**config.mk**
```make
export PLATFORM = sky130hd
export DESIGN_NAME = music_note_sequencer
export DESIGN_NICKNAME = d
export VERILOG_FILES = /design/src/rtl/music_note_sequencer.sv
export SDC_FILE = /design/constraint.sdc
export NUM_CORES = 1
export LEC_CHECK = 0
export ABC_CLOCK_PERIOD_IN_PS = 3400
export CELL_PAD_IN_SITES_DETAIL_PLACEMENT = 1
export CELL_PAD_IN_SITES_GLOBAL_PLACEMENT = 1
export CORE_UTILIZATION = 41
export CTS_CLUSTER_DIAMETER = 200
export CTS_CLUSTER_SIZE = 25
export DETAILED_ROUTE_END_ITERATION = 8
export GPL_TIMING_DRIVEN = 0
export PLACE_DENSITY = 0.86
export SETUP_SLACK_MARGIN = 0.05
export SYNTH_ARGS = -nofsm -noshare
export SYNTH_HDL_FRONTEND = slang
export SYNTH_SLANG_ARGS = --single-unit
```
**constraint.sdc**
```tcl
create_clock -name clk -period 3.4 [get_ports clk]
set_clock_uncertainty 0.2 [all_clocks]
set_input_delay 0.51 -clock clk [delete_from_list [all_inputs] [get_ports clk]]
set_output_delay 0.51 -clock clk [all_outputs]
set_load 0.005 [all_outputs]
```
**src/rtl/music_note_sequencer.sv**
```systemverilog
// Song ROM reader: walks the note ROM from address 0 and decodes one word per note.
// Each word carries an 8-bit pitch and an 8-bit duration in beat units.
// The pitch is held on note_o for that many beats.
// Playback ends on the END_CODE pitch, or after the note at the last ROM address.
module music_note_sequencer #(
    parameter int              ADDR_WIDTH = 16,
    parameter int              DATA_WIDTH = 32,
    parameter int              TICK_DIV   = 6250000,
    parameter logic [7:0]      END_CODE   = 8'hFF
) (
    input  logic                  clk,
    input  logic                  rst,
    input  logic                  start_i,
    input  logic                  stop_i,
    input  logic                  loop_i,
    output logic [ADDR_WIDTH-1:0] rom_addr_o,
    output logic                  rom_en_o,
    input  logic [DATA_WIDTH-1:0] rom_data_i,
    output logic [7:0]            note_o,
    output logic                  note_strobe_o,
    output logic                  playing_o,
    output logic                  done_o
);

    typedef enum logic [1:0] {IDLE, FETCH, LATCH, PLAY} state_t;

    localparam int TICK_W = (TICK_DIV > 1) ? $clog2(TICK_DIV) : 1;
    localparam logic [TICK_W-1:0]     TICK_RELOAD = TICK_W'(TICK_DIV - 1);
    localparam logic [ADDR_WIDTH-1:0] LAST_ADDR   = '1;

    state_t                state, state_n;
    logic [ADDR_WIDTH-1:0] addr_n;
    logic                  en_n;
    logic [7:0]            note_n;
    logic                  strobe_n;
    logic                  done_n;
    logic [7:0]            beat_cnt, beat_n;
    logic [TICK_W-1:0]     tick_cnt, tick_n;
    logic                  end_song;

    logic [7:0] word_pitch;
    logic [7:0] word_dur;

    assign word_pitch = rom_data_i[15:8];
    assign word_dur   = rom_data_i[7:0];

    // Bits above the pitch/duration fields carry nothing for this reader.
    generate
        if (DATA_WIDTH > 16) begin : g_unused
            logic unused_upper;
            assign unused_upper = ^rom_data_i[DATA_WIDTH-1:16];
        end
    endgenerate

    // Next-state and next-output decode; stop wins over everything, end of song either loops or finishes.
    always_comb begin
        state_n  = state;
        addr_n   = rom_addr_o;
        en_n     = 1'b0;
        note_n   = note_o;
        strobe_n = 1'b0;
        done_n   = 1'b0;
        beat_n   = beat_cnt;
        tick_n   = tick_cnt;
        end_song = 1'b0;

        if (stop_i) begin
            state_n = IDLE;
            addr_n  = '0;
            note_n  = '0;
            beat_n  = '0;
            tick_n  = '0;
        end else begin
            case (state)
                IDLE: begin
                    note_n = '0;
                    addr_n = '0;
                    if (start_i) begin
                        state_n = FETCH;
                        en_n    = 1'b1;
                    end
                end
                FETCH: begin
                    state_n = LATCH;
                end
                LATCH: begin
                    if (word_pitch == END_CODE) begin
                        end_song = 1'b1;
                    end else begin
                        note_n   = word_pitch;
                        strobe_n = 1'b1;
                        beat_n   = (word_dur == 8'd0) ? 8'd1 : word_dur;
                        tick_n   = TICK_RELOAD;
                        state_n  = PLAY;
                    end
                end
                PLAY: begin
                    if (tick_cnt == '0) begin
                        tick_n = TICK_RELOAD;
                        beat_n = beat_cnt - 8'd1;
                        if (beat_cnt == 8'd1) begin
                            if (rom_addr_o == LAST_ADDR) begin
                                end_song = 1'b1;
                            end else begin
                                addr_n  = rom_addr_o + ADDR_WIDTH'(1);
                                en_n    = 1'b1;
                                state_n = FETCH;
                            end
                        end
                    end else begin
                        tick_n = tick_cnt - TICK_W'(1);
                    end
                end
                default: begin
                    state_n = IDLE;
                end
            endcase

            if (end_song) begin
                addr_n = '0;
                if (loop_i) begin
                    en_n    = 1'b1;
                    state_n = FETCH;
                end else begin
                    note_n  = '0;
                    done_n  = 1'b1;
                    beat_n  = '0;
                    tick_n  = '0;
                    state_n = IDLE;
                end
            end
        end
    end

    // State, counters and all outputs are registered together.
    always_ff @(posedge clk or posedge rst) begin
        if (rst) begin
            state         <= IDLE;
            rom_addr_o    <= '0;
            rom_en_o      <= 1'b0;
            note_o        <= '0;
            note_strobe_o <= 1'b0;
            playing_o     <= 1'b0;
            done_o        <= 1'b0;
            beat_cnt      <= '0;
            tick_cnt      <= '0;
        end else begin
            state         <= state_n;
            rom_addr_o    <= addr_n;
            rom_en_o      <= en_n;
            note_o        <= note_n;
            note_strobe_o <= strobe_n;
            playing_o     <= (state_n != IDLE);
            done_o        <= done_n;
            beat_cnt      <= beat_n;
            tick_cnt      <= tick_n;
        end
    end

endmodule

```
# Word-level counts from Yosys, hierarchy flattened
# Index checks and enable logic that the tools add are counted.
classes:
  add_sub_neg: 3
  n_eq_ne: 9
  mux: 53
  n_reduce_logical: 6
op_table:
  columns: ["cell", "n"]
  rows:
  - ["$mux W23", 5]
  - ["$mux W16", 5]
  - ["$mux W8", 10]
  - ["$pmux W23 S2", 1]
  - ["$pmux W16 S2", 1]
  - ["$pmux W8 S2", 2]
  - ["$logic_not A23 Y1", 1]
  - ["$sub A23 B1 Y23 const B", 1]
  - ["$mux W1", 19]
  - ["$add A16 B1 Y16 const B", 1]
  - ["$eq A16 B16 Y1 const B", 1]
  - ["$mux W2", 7]
  - ["$ne A4 B4 Y1 const B", 3]
  - ["$eq A8 B1 Y1 const B", 1]
  - ["$eq A8 B8 Y1 const B", 1]
  - ["$logic_not A8 Y1", 1]
  - ["$pmux W2 S4", 1]
  - ["$sub A8 B1 Y8 const B", 1]
  - ["$eq A2 B2 Y1 const B", 2]
  - ["$pmux W1 S2", 2]
  - ["$reduce_and A4 Y1", 1]
  - ["$reduce_bool A4 Y1", 1]
  - ["$eq A2 B1 Y1 const B", 1]
  - ["$logic_not A2 Y1", 1]
  - ["$reduce_bool A2 Y1", 1]
totals:
  ff_bits: 61
  in_bits: 37
  output_inout_bits: 28
  wordCells: 80

# Depth between registers and ports, before layout
# Gate-level depths: netlist of the first run.
depth:
  depth_word: 9
  ltp_mapped: 10
  depth_no_buf: 8

# Worst setup path after synthesis of the first run
# No wires, ideal clock.
synth_timing:
  path_type: "reg2reg"
  start: "register rom_addr_o[0]"
  end: "register rom_addr_o[15]"
  setup_time_ns: 0.125
  t_arrival_ns: 2.283
  required_time_ns: 3.075
  slack_ns: 0.792
  stages_incl_launch_ff: 8
  n_path_buf: 0
  period_less_slack_ns: 2.608
  cell_sequence: "dfrtp_1 ha_1 and4_1 and4_1 or4_4 or4_4 nand3_1 o31ai_2"
synth_via:
  elab_chain_cells: 8
  elab_cells_between_ends: 18
  classes_between: "1 x add/sub; 4 x eq/ne; 11 x mux; 2 x reduce/logical"
synth_rtl:
  columns: ["element", "line_no", "text"]
  rows:
  - ["start, declared", "16", "output logic [ADDR_WIDTH-1:0] rom_addr_o,"]
  - ["start signal, assigned", "149", "rom_addr_o <= addr_n;"]
  - ["branches (longest 8 deep; another with $add A16 B1 Y16)", null, null]
# Several ways; the timed one is not identified. The select of a mux whose other input is x is not followed.
# A chain may end at the register's enable or synchronous reset.

# Worst setup path after layout of the first run
layout_timing:
  start: "register tick_cnt[0]"
  end: "register tick_cnt[21]"
layout_via:
  elab_chain_cells: 6
  elab_cells_between_ends: 10
  classes_between: "1 x add/sub; 8 x mux; 1 x reduce/logical"
layout_rtl:
  columns: ["element", "line_no", "text"]
  rows:
  - ["start, declared", "38", "logic [TICK_W-1:0] tick_cnt, tick_n;"]
  - ["start signal, assigned", "156", "tick_cnt <= tick_n;"]
  - ["$sub A23 B1 Y23 or $logic_not A23 Y1 (tied branches)", "111, 98", null]
  - ["$mux W23 or $mux W1 (tied branches)", "98", "if (tick_cnt == '0) begin"]
  - ["$pmux W23 S2 or $pmux W1 S2 (tied branches)", "74", "case (state)"]
  - ["$mux W23 or $mux W1 (tied branches)", "121, 67", null]
  - ["$mux W23 (*)", "119", "if (end_song) begin"]
  - ["$mux W23 (*)", "67", "if (stop_i) begin"]
  - ["via tick_n[21]", "38", null]
# Mark *: on every way through the listed nets, which the timed path passes. The rest lies on a longest branch. The select of a mux whose other input is x is not followed.

==> flow_summary.toml, run 1 <==
[floorplanning]
rows = 35
die_area_um2 = 9930
chipWidth_um = 99.6
start_util_pct = 42.3
core-area_um2 = 9240
pin_count = 65
die_h_um = 99.6

[synthesis]
synth_flop_cell = "dfrtp_1"
ys_types = 62
synthCells = 433
synth.avg_cell_area_um2 = 9.03
ys_async_sr_fraction_pct = 100
synth_seq_cells = 61
ys_warn_count = 0
yosysSeqAreaShare_pct = 39.1
synthesis.nets = 479
syn_area_um2 = 3910
synth_edf_count = 0

[sta]
slew_headroom_pct = 39.1
finalMaxSlewViolations = 0
min_period_ns = 3.17
post-route-period-util_pct = 93.2
tightest_slew_ns = 0.906
max_freq_mhz = 316
setup_violations = 0
hold_violations = 0
rsz0062_at_grt = "no"
whs_ns = 0.303

[setup_path]
crit_arrival_ns = 3.15
crit_slowest_cell = "or4_4"
cp_max_fo = 10
slowest_delay_ns = 0.51
criticalPathCategory = "reg -> reg"
worstSetupEndpointType = "flip-flop"
startpoint_type = "flip-flop"
required_ns = 3.39
path_cells = "inv_1, ha_1, nor4b_2, nand4_1, or4_4, a21oi_4, or2_0, buf_4, buf_6, a311oi_1"

[clocking]
cts.sinks = 61
cts_tree = "built"
ctsHoldBuffers = 0
cts_made_buffers = 9
h-tree-depth = 3
clk_latency_ns = 0.37
clk_pin_slew_worst_paths_ns = 0.07
cts-root-buf = "clkbuf_8"
clock_path_buffers = 2

[cells_and_area]
num_antenna_cells = 0
nets = 539
finalNonFillerCells = 627
design_area_um2 = 4810
final_layout_size_suffix_gt1_share_pct = 10.2
syn_to_final_growth_pct = 23.2

[placement]
port_buffers = 48
placed_area_um2 = 4570
gp_congestion = 0.854
dp.cells = 611
dp_hpwl_um = 9190

[detailed_routing]
vias = 4029
dr.pass1.iters = 6
drt_iter0_drc = 225
via_per_inst = 6.43
drc = 0
wl_per_cell_um = 20.9
routed_wl_um = 13100
ant_nets = 0

[run]
maxCapViolations = 0

[grt]
grt_usage_pct = 28.0
antenna_found_initial = 0
grt_max_degree = 37
grt_pass1_vias = 4242
grt_pass1_wl_um = 21600
gr-total-overflow = 0

[outcome]
status = "complete, no violations"

[min_path]
min_path_type = "reg -> reg"

[pwr]
ir_worst_vdd_v = 0.000285
p_leak_nw = 1.93
powerDensity_nw_per_um2 = 705
## power breakdown
part / leakage (nW) / total (mW) / switching [mW] / internal, mW
clock: 0.102 / 0.753 / 0.338 / 0.414
combinational: 0.990 / 1.67 / 1.06 / 0.615
sequential: 0.836 / 0.968 / 0.131 / 0.837
total: 1.93 / 3.40 / 1.53 / 1.87
## area by class of cell
cell class,instances,area [um2]
multi-input cells,335,2220
fillers,1088,4430
well taps,129,161
inverters,14,52.6
clock inverters,7,100
repair buffers,49,500
plain buffers,23,128
clock buffers,9,124
flip-flops and latches,61,1530
## metrics by stage
stage	setup TNS, ns	power (mW)	setup WS, ns	utilization [%]
after floorplan	0	2.08	0.792	-
after global placement	-4.90	2.49	-0.0858	49.2
after detailed placement	0	2.56	0.127	49.5
after CTS	0	3.34	0.0729	51.9
after global routing	0	3.59	0.121	52.1
final	0	3.40	0.233	52.1
## worst max-delay path: cells and delay by family (launching register included)
family | cells | cell delay, ns
buf+inv | 3 | 0.42
flops | 1 | 0.44
compound gates | 2 | 0.38
simple gates | 4 | 1.37
fa+ha+maj | 1 | 0.17
## state kept, by name (all words and copies together) (netlist names)
| register | count |
|---|---|
| beat_cnt | 8 |
| rom_addr_o | 16 |
| done_o | 1 |
| rom_en_o | 1 |
| note_strobe_o | 1 |
| note_o | 8 |
| tick_cnt | 23 |
| state | 2 |
| playing_o | 1 |
## what timing repair did
item / 4_1_cts / 5_1_grt
gates resized for setup: 0 / 3
setup endpoints to repair: 0 / 9
setup buffers: 0 / 0
endpoints found under the hold margin: 0 / 0
## placed cells by master, fill, tap and decap left out, drive strengths merged, types with 12 or more instances in the layout
| cell | count |
|---|---|
| dfrtp | 61 |
| nor2 | 48 |
| clkdlybuf4s50 | 48 |
| nand2 | 28 |
| a21oi | 23 |
| clkbuf | 23 |
| nand3 | 18 |
| nor3 | 18 |
| o21ai | 14 |
| a311oi | 14 |
| inv | 14 |
| nor4 | 13 |
| and4 | 12 |
## final timing paths
check                                          end  cells after the start                   start  slack [ns]
max                         tick_cnt[21]$_DFF_PP0_                     10   tick_cnt[0]$_DFF_PP0_        0.23
min                         tick_cnt[15]$_DFF_PP0_                      1  tick_cnt[15]$_DFF_PP0_        0.30
max reg2reg                 tick_cnt[21]$_DFF_PP0_                     10   tick_cnt[0]$_DFF_PP0_        0.23
min reg2reg                 tick_cnt[15]$_DFF_PP0_                      1  tick_cnt[15]$_DFF_PP0_        0.30
max in group asynchronous   tick_cnt[10]$_DFF_PP0_                      3                     rst        2.07
min in group asynchronous  note_strobe_o$_DFF_PP0_                      2                     rst        0.32
## cell families after synthesis
logic type	count (synthesis)	share of synthesized area [%]
and+or+nand+nor	204	30.4
AOI/OAI and AO/OA	117	21.8
DFF	61	39.1
buffers and inverters	37	4.61
adders and majority gates	9	2.88
muxes	3	0.800
xor gates and xnor gates	2	0.448
## cells in the mapped netlist, types with 3 or more instances
cell type / count / share of area [%]
a22oi_1: 11 / 2.1
dfrtp_1: 61 / 39
o211ai_1: 5 / 0.96
nor3_1: 18 / 2.3
a221oi_1: 4 / 0.90
or4_1: 6 / 1.2
nand2_1: 27 / 2.6
nand4_1: 11 / 1.8
nor4_1: 9 / 1.4
or2_2: 3 / 0.48
buf_2: 3 / 0.38
inv_1: 14 / 1.3
nor2_1: 48 / 4.6
or3_1: 4 / 0.64
a31oi_1: 7 / 1.1
nand3_1: 18 / 2.3
buf_6: 4 / 1.2
a221o_1: 3 / 0.77
or4_4: 4 / 1.2
a211oi_1: 3 / 0.58
a311oi_1: 14 / 3.1
a21oi_1: 22 / 2.8
a21o_1: 6 / 1.2
and4_1: 12 / 2.7
nor3b_1: 7 / 1.3
and3_1: 8 / 1.3
nor2b_1: 4 / 0.64
o31ai_1: 8 / 1.5
clkbuf_1: 14 / 1.3
o21ai_0: 14 / 1.8
ha_1: 9 / 2.9
nand2b_1: 8 / 1.3
## routing by layer
metal	share of wire (%)	GRT usage (%)
met1	43	35.0
met2	48	45.9
met3	5.8	6.75
met4	3.4	12.9
met5	0	0
No activity file was read; power rests on OpenSTA's default activity.
==> run 2: changes to the inputs <==
--- a/config.mk
+++ b/config.mk
@@ -9,7 +9,7 @@
 export CELL_PAD_IN_SITES_DETAIL_PLACEMENT = 1
 export CELL_PAD_IN_SITES_GLOBAL_PLACEMENT = 1
 export CORE_UTILIZATION = 41
-export CTS_CLUSTER_DIAMETER = 200
+export CTS_CLUSTER_DIAMETER = 30
 export CTS_CLUSTER_SIZE = 25
 export DETAILED_ROUTE_END_ITERATION = 8
 export GPL_TIMING_DRIVEN = 0
==> results of run 2 <==
No change in the layout: final DEF, timing and power equal those of run 1.
==> run 3: changes to the inputs <==
--- a/config.mk
+++ b/config.mk
@@ -15,6 +15,7 @@
 export GPL_TIMING_DRIVEN = 0
 export PLACE_DENSITY = 0.86
 export SETUP_SLACK_MARGIN = 0.05
+export SLEW_MARGIN = 20
 export SYNTH_ARGS = -nofsm -noshare
 export SYNTH_HDL_FRONTEND = slang
 export SYNTH_SLANG_ARGS = --single-unit
==> run 3 against run 2 <==
Net effect:
- global-route usage down 0.44 points
- critical path depth down 2
- worst hold slack got worse by 0.036 ns
- clock power shrank 0.9%
- sequential share of layout area about the same
- critical path type unchanged
- first-iteration DRC count increased by 19%
- routed wire length fell by 1.1%
- non-clock buffer count unchanged
- via count decreased by 0.42%
==> flow_summary.toml, run 3 (synthesized netlist as in run 1, its figures left out) <==
[cells_and_area]
final_common_cell = "dfrtp_1"
final_layout_size_suffix_gt1_share_pct = 10.0
design_area_um2 = 4810
nets = 539
largest_reg_flops = 23
multiInputGateArea_um2 = 2220
num_antenna_cells = 0
largest_register = "tick_cnt"
syn_to_final_growth_pct = 23.1
ff_latch_area_um2 = 1530
final_cell_mix = "dfrtp_1, nor2_1, clkdlybuf4s50_1, nand2_1, a21oi_1"
top_regs = "tick_cnt: 23 flops, rom_addr_o: 16 flops"
fill_cells = 1085
fin_util_pct = 52.1

[sta]
rsz0062_at_grt = "no"
max_freq_mhz = 308
min_period_ns = 3.25
post-route-period-util_pct = 95.6
slew_headroom_pct = 32.2
setup_violations = 0
hold_violations = 0
whs_ns = 0.267
finalMaxSlewViolations = 0
tightest_slew_ns = 1.01

[pwr]
p_leak_nw = 1.93
powerDensity_nw_per_um2 = 706
ir_worst_vdd_v = 0.000273

[clocking]
cts.sinks = 61
h-tree-depth = 3
cts_tree = "built"
cts-root-buf = "clkbuf_8"
cts_made_buffers = 9
clk_pin_slew_worst_paths_ns = 0.08
ctsHoldBuffers = 0
clk_latency_ns = 0.36
clock_path_buffers = 2

[detailed_routing]
vias = 4012
ant_nets = 0
met1Wirelength_um = 5620
drc = 0
highest_layer = "met4"
routed_wl_um = 12900
dr.pass1.iters = 4
met2_length_um = 6190
via_per_inst = 6.40
drt_iter0_drc = 267
wl_per_cell_um = 20.6
wl_met3_um = 686

[placement]
placed_area_um2 = 4570
gp_congestion = 0.854
port_buffers = 48
dp_hpwl_um = 9170

[grt]
grt_pass1_wl_um = 21300
grt_usage_pct = 27.6
antenna_found_initial = 0
grt_pass1_vias = 4167
grt_max_degree = 37
gr-total-overflow = 0

[min_path]
min_path_type = "in -> async"

[setup_path]
cp_max_fo = 10
startpoint_type = "flip-flop"
worstSetupEndpointType = "flip-flop"
crit_arrival_ns = 3.30
criticalPathCategory = "reg -> reg"
required_ns = 3.45

[outcome]
status = "complete, no violations"

[floorplanning]
core-area_um2 = 9240
die_area_um2 = 9930
die_h_um = 99.6
rows = 35
start_util_pct = 42.3
pin_count = 65
chipWidth_um = 99.6

[run]
maxCapViolations = 0
-- run 3: cell counts in the layout (fill, tap and decap cells not counted) --
No cell type changed its count.
-- run 3: final cells by class --
cell class	instances	area share, %
multi-input combinational	335	46.1
sequential	61	31.7
timing repair buffer	49	10.4
tap	129	3.35
buffer	23	2.65
clock buffer	9	2.57
clock inverter	7	2.08
inverter	14	1.14
-- run 3: worst paths after layout --
kind | slack [ns] | endpoint | cells past startpoint | startpoint
worst max-delay path | 0.15 | tick_cnt[16]$_DFF_PP0_ | 8 | tick_cnt[5]$_DFF_PP0_
worst min-delay path | 0.27 | note_o[5]$_DFF_PP0_ | 2 | rst
worst max register to register | 0.15 | tick_cnt[16]$_DFF_PP0_ | 8 | tick_cnt[5]$_DFF_PP0_
worst min register to register | 0.30 | tick_cnt[15]$_DFF_PP0_ | 1 | tick_cnt[15]$_DFF_PP0_
max in group asynchronous | 2.21 | beat_cnt[1]$_DFF_PP0_ | 3 | rst
min in group clk | 0.30 | tick_cnt[15]$_DFF_PP0_ | 1 | tick_cnt[15]$_DFF_PP0_
-- run 3: through the flow --
stage	worst slack, ns	TNS, ns	total power, mW	cells
final	0.150	0	3.40	627
after global routing	0.0551	0	3.58	627
after CTS	0.0824	0	3.35	627
after detailed placement	0.136	0	2.57	611
after global placement	-0.0858	-4.90	2.49	610
after floorplan	0.792	0	2.08	433
-- run 3: repair_timing --
item / CTS / global route
endpoints found under the setup margin: 0 / 8
gates resized for setup: 0 / 2
setup buffers: 0 / 0
-- run 3: routing by layer --
metal	track usage, %	vias to the layer above
met5	0	-
met4	14.5	0
met3	5.69	46
met2	45.0	158
met1	34.5	2011
li1	-	1797
-- run 3: power by group --
group	internal [mW]	switching, mW
combinational	0.614	1.06
sequential	0.837	0.134
clock	0.414	0.332
total	1.87	1.53
-- run 3: critical path, stage by stage, from the launching register on --
cell	delay (ns)
dfrtp_1	0.49
nor4_4	0.46
nand4_1	0.21
buf_2	0.24
nor3_1	0.63
buf_2	0.38
o21a_1	0.17
nor3_1	0.05
a311oi_1	0.30
